===== src/rtl/fetch_controller.sv =====
// Instruction fetch sequencer for the 8-bit RISC CPU: walks the async ROM,
// assembles 1- or 2-byte instructions and presents them to decode with valid/ready.
module fetch_controller #(
  parameter logic [7:0]  RESET_PC     = 8'h00,
  parameter logic [15:0] TWO_BYTE_OPS = 16'h3200,
  parameter logic [3:0]  HLT_OP       = 4'b1110
) (
  input  logic       clk,
  input  logic       rst_n,
  output logic [7:0] imem_addr,
  input  logic [7:0] imem_data,
  output logic       instr_valid,
  input  logic       instr_ready,
  output logic [7:0] instr_op,
  output logic [7:0] instr_imm,
  output logic [7:0] instr_pc,
  output logic       instr_len2,
  input  logic       redirect_valid,
  input  logic [7:0] redirect_addr,
  output logic       halted
);

  typedef enum logic [1:0] {
    FETCH_OP  = 2'd0,
    FETCH_IMM = 2'd1,
    PRESENT   = 2'd2,
    HALT      = 2'd3
  } state_t;

  state_t     state, state_next;
  logic [7:0] pc, pc_next;
  logic       halted_next;
  logic       accept;
  logic       op_is_len2;

  assign instr_valid = (state == PRESENT);
  assign accept      = instr_valid && instr_ready;
  assign op_is_len2  = TWO_BYTE_OPS[imem_data[7:4]];
  assign imem_addr   = (state == FETCH_IMM) ? pc + 8'd1 : pc;

  always_ff @(posedge clk or negedge rst_n) begin
    if (!rst_n) begin
      state  <= FETCH_OP;
      pc     <= RESET_PC;
      halted <= 1'b0;
    end else begin
      state  <= state_next;
      pc     <= pc_next;
      halted <= halted_next;
    end
  end

  always_comb begin
    state_next  = state;
    pc_next     = pc;
    halted_next = halted;
    case (state)
      FETCH_OP:  state_next = op_is_len2 ? FETCH_IMM : PRESENT;
      FETCH_IMM: state_next = PRESENT;
      PRESENT: begin
        if (accept) begin
          if (instr_op[7:4] == HLT_OP) begin
            // pc stays on the HLT so a restart can inspect where fetch stopped
            state_next  = HALT;
            halted_next = 1'b1;
          end else begin
            state_next = FETCH_OP;
            pc_next    = pc + (instr_len2 ? 8'd2 : 8'd1);
          end
        end
      end
      HALT:      state_next = HALT;
      default:   state_next = FETCH_OP;
    endcase
    // Redirect overrides everything; an accept in the same cycle is still consumed.
    if (redirect_valid) begin
      state_next  = FETCH_OP;
      pc_next     = redirect_addr;
      halted_next = 1'b0;
    end
  end

  always_ff @(posedge clk or negedge rst_n) begin
    if (!rst_n) begin
      instr_op   <= 8'h00;
      instr_imm  <= 8'h00;
      instr_pc   <= 8'h00;
      instr_len2 <= 1'b0;
    end else if (!redirect_valid) begin
      case (state)
        FETCH_OP: begin
          instr_op   <= imem_data;
          instr_imm  <= 8'h00;
          instr_pc   <= pc;
          instr_len2 <= op_is_len2;
        end
        FETCH_IMM: instr_imm <= imem_data;
        default: ;
      endcase
    end
  end

endmodule

===== config.mk =====
export PLATFORM = sky130hd
export DESIGN_NAME = fetch_controller
export DESIGN_NICKNAME = d
export VERILOG_FILES = /design/src/rtl/fetch_controller.sv
export SDC_FILE = /design/constraint.sdc
export NUM_CORES = 1
export LEC_CHECK = 0
export ABC_AREA = 1
export CAP_MARGIN = 20
export CORE_MARGIN = 1.5
export CORE_UTILIZATION = 45
export CTS_BUF_LIST = sky130_fd_sc_hd__clkbuf_16
export CTS_CLUSTER_SIZE = 24
export DETAILED_ROUTE_END_ITERATION = 8
export DONT_BUFFER_PORTS = 1
export PLACE_DENSITY = 0.66
export SYNTH_ARGS = -nofsm -noshare
export SYNTH_HDL_FRONTEND = slang
export SYNTH_SLANG_ARGS = --single-unit

===== constraint.sdc =====
create_clock -name clk -period 1.6 [get_ports clk]
set_input_delay 0.4 -clock clk [delete_from_list [all_inputs] [get_ports clk]]
set_output_delay 0.4 -clock clk [all_outputs]
set_load 0.005 [all_outputs]

==> out/results.txt <==
Outcome: complete, but fails checks
Failing checks: negative setup slack
Initial core utilization: 47.2%
Library cells used by synthesis: 25
Power Density: 1960 mW/mm2
Final Core Density: 58.5%
Hold_sp: redirect_valid
GRT Resource Usage Total: 21.0%
Crit path launch type: register
Clock buffer count from CTS: 5
Worst setup EP type: register
CORE AREA: 0.00406 mm2
Most frequent cells in the layout: 78 x nand2_1, 36 x dfrtp_1, 18 x inv_1
Number of global-route vias before repair: 1,472
Reg2Reg Setup Slack: -0.13 ns
Die Footprint: 0.00465 mm2
Max Freq: 579 MHz
Placer Congestion: 0.836
RSZ-0062 raised after global routing: true
Mean area per synthesized cell: 8.15 um2
Grt total ovfl: 0
Worst Path Arrival: 1.90 ns
Commonest non-fill, non-tap cell in the layout: nand2_1
Tcrit/Tclk final: 108%
Die Y: 68.2 um
Final setup margin: -0.127 ns
Pleak: 1.17 nW
CTS tree: done
Max-Slew Margin vs Limit: 82.9%
CP Buf/Inv Count: 4
CTS sink count: 36
Hold Crit Endpoint: instr_imm[6]
Mapped Area: 0.00191 mm2
Max H-tree Level: 2
CTS Root Buffer Type: clkbuf_16
Dpl hpwl: 3020 um
Antenna viol nets, final: 0
Clock Latency Late Sink: 0.28 ns
Skew final: 0.00273 ns
Nets: 278
Cell area after layout: 0.00237 mm2
Met3 GRT Util: 7.07%
First-pass GRT wire length: 7090 um
CP required: 1.77 ns
FF-to-FF End: pc[6]
Reg-to-reg startpoint: pc[0]
HP Class: input port to register
Area occupied by multi-input gates: 953 um2
Die width: 68.2 um
Worst-path clk slew: 0.05 ns
Global Route met1 Usage: 27.9%
FF/Latch Area: 901 um2
Sequential share of the synthesized area: 47.1%
Worst vdd ir: 0.650 mV
Via density: 5.12
Num ports: 55
Total power: 0.00465 W
Yosys reg bits: 36
Ant diodes: 0
DR pass1 iterations: 4
Area grow syn2layout: 23.9%
Slowest cell on the critical path: dfrtp_1
Max Fanout on Critical Path: 3
Initial antenna violation count: 0
Final Hold Viols: 0
Crit path largest cell delay: 0.39 ns
# rows: 23
Synth Net Count: 259
Largest net degree at the start of global routing: 37
Ratio of cells with drive above 1 in the final layout: 26.3%
Worst Max-Slew Pin Slew: 0.254 ns
Yosys Warn Count: 0
Number of port buffers: 0
Maxcap violations: 0
# fillers: 351
CP delay by family, top: adder cells
Routed wire length: 4530 um
DRC: 0
Yosys top cell by area: dfrtp_1
Yosys top cell area share: 47.1%
Wire per inst: 14.8 um
Cells after synthesis: 235
Clock Tree Buf Depth: 2
Worst Reg-to-Reg Cells: 11
WHS Path Cells: 1
Initial DRC count: 100
Cell chain of the critical path: buf_4, buf_6, ha_4, inv_2, fa_2, inv_2, nand2_4, o21ai_2, nand3_1, nand2_1, nand2_1
Gr busiest metal: met2
Met2 Usage GRT: 31.8%
Setup CP Type: register to register
Final slew viol count: 0
Final min period: 1.73 ns
Dpl cell area: 0.00203 mm2
Synth area leaders: dfrtp_1 47%, nand2_1 16%, o21ai_2 5.5%
Endpoints failing setup: 9
Via count: 1,563
==> power by group <==
group,internal (W),switching [W]
Clock,0.000723,0.000362
Sequential,0.00128,0.000304
Combinational,0.000810,0.00117
==> final cells by class <==
type | count | area share [%]
Sequential cell | 36 | 38.0
Inverter | 25 | 4.06
Tap cell | 50 | 2.64
Timing Repair Buffer | 21 | 8.28
Multi-Input combinational cell | 165 | 40.2
Clock inverter | 3 | 1.58
Clock buffer | 5 | 5.27
==> worst max path at each step <==
stage,startpoint,to,slack (ns),cells after the start
final,pc[0],pc[6],-0.13,11
after floorplan,instr_len2,pc[6],0.004,10
after detailed placement,instr_len2,pc[6],0.002,10
after global placement,instr_len2,pc[6],0.03,10
after global routing,pc[0],pc[6],-0.22,11
after CTS,state[1],imem_addr[5],-0.13,5
==> per-stage QoR <==
stage | TNS [ns] | hold slack [ns] | setup slack [ns] | instances
6_report | -0.740 | 0.211 | -0.127 | 305
3_5_place_dp | 0 | 0.105 | 0.00214 | 289
3_3_place_gp | 0 | 0.105 | 0.0290 | 289
4_1_cts | -0.570 | 0.207 | -0.126 | 303
5_1_grt | -1.46 | 0.200 | -0.221 | 305
2_1_floorplan | 0 | 0.104 | 0.00427 | 235
==> synth_stat cells <==
cell,n
xor2_1,6
mux2i_1,1
nor3_2,1
nor2_1,16
dfrtp_1,36
fa_1,1
o21ai_0,11
buf_4,1
nand2_4,1
nor2_4,2
inv_4,1
ha_1,3
nand3_1,17
clkbuf_1,2
o22ai_1,1
nand4_1,1
nand2_1,82
buf_6,3
a21oi_1,4
buf_2,3
o21ai_2,12
inv_2,1
o31ai_1,5
inv_1,23
nand2_2,1
==> worst register-to-register path, cell delays in order (launching register included) <==
cell     delay, ns
dfrtp_1       0.39
buf_4         0.13
buf_6         0.09
ha_4          0.12
inv_2         0.03
fa_2          0.36
inv_2         0.09
nand2_4       0.06
o21ai_2       0.15
nand3_1       0.08
nand2_1       0.07
nand2_1       0.04
==> registers in the layout, indices dropped and copies added (netlist names) <==
| signal | cells |
|---|---|
| halted | 1 |
| instr_imm | 8 |
| instr_len2 | 1 |
| instr_op | 8 |
| instr_pc | 8 |
| pc | 8 |
| state | 2 |
==> metal layers <==
layer,share of wire (%),routed length [um]
met1,45,2040
met3,7.0,315
met4,0.84,38
met2,47,2130
met5,0,0
==> kinds of logic after synthesis <==
logic type               synth area share (%)
adder cells (fa/ha/maj)                  3.01
XOR/XNOR                                 2.75
multiplexers                            0.523
buffers and inverters                    8.37
AND/OR/NAND/NOR                          26.6
AO/OA/AOI/OAI                            11.7
flip-flops                               47.1
==> timing repair <==
item / CTS / global route
setup buffers: 4 / 2
setup endpoints to repair: 8 / 14
pin swaps: 4 / 11
resized for setup: 9 / 23
gates cloned: 0 / 0
hold buffers: 2 / 0
hold endpoints to repair: 36 / 0
No activity file was read; power rests on OpenSTA's default activity.
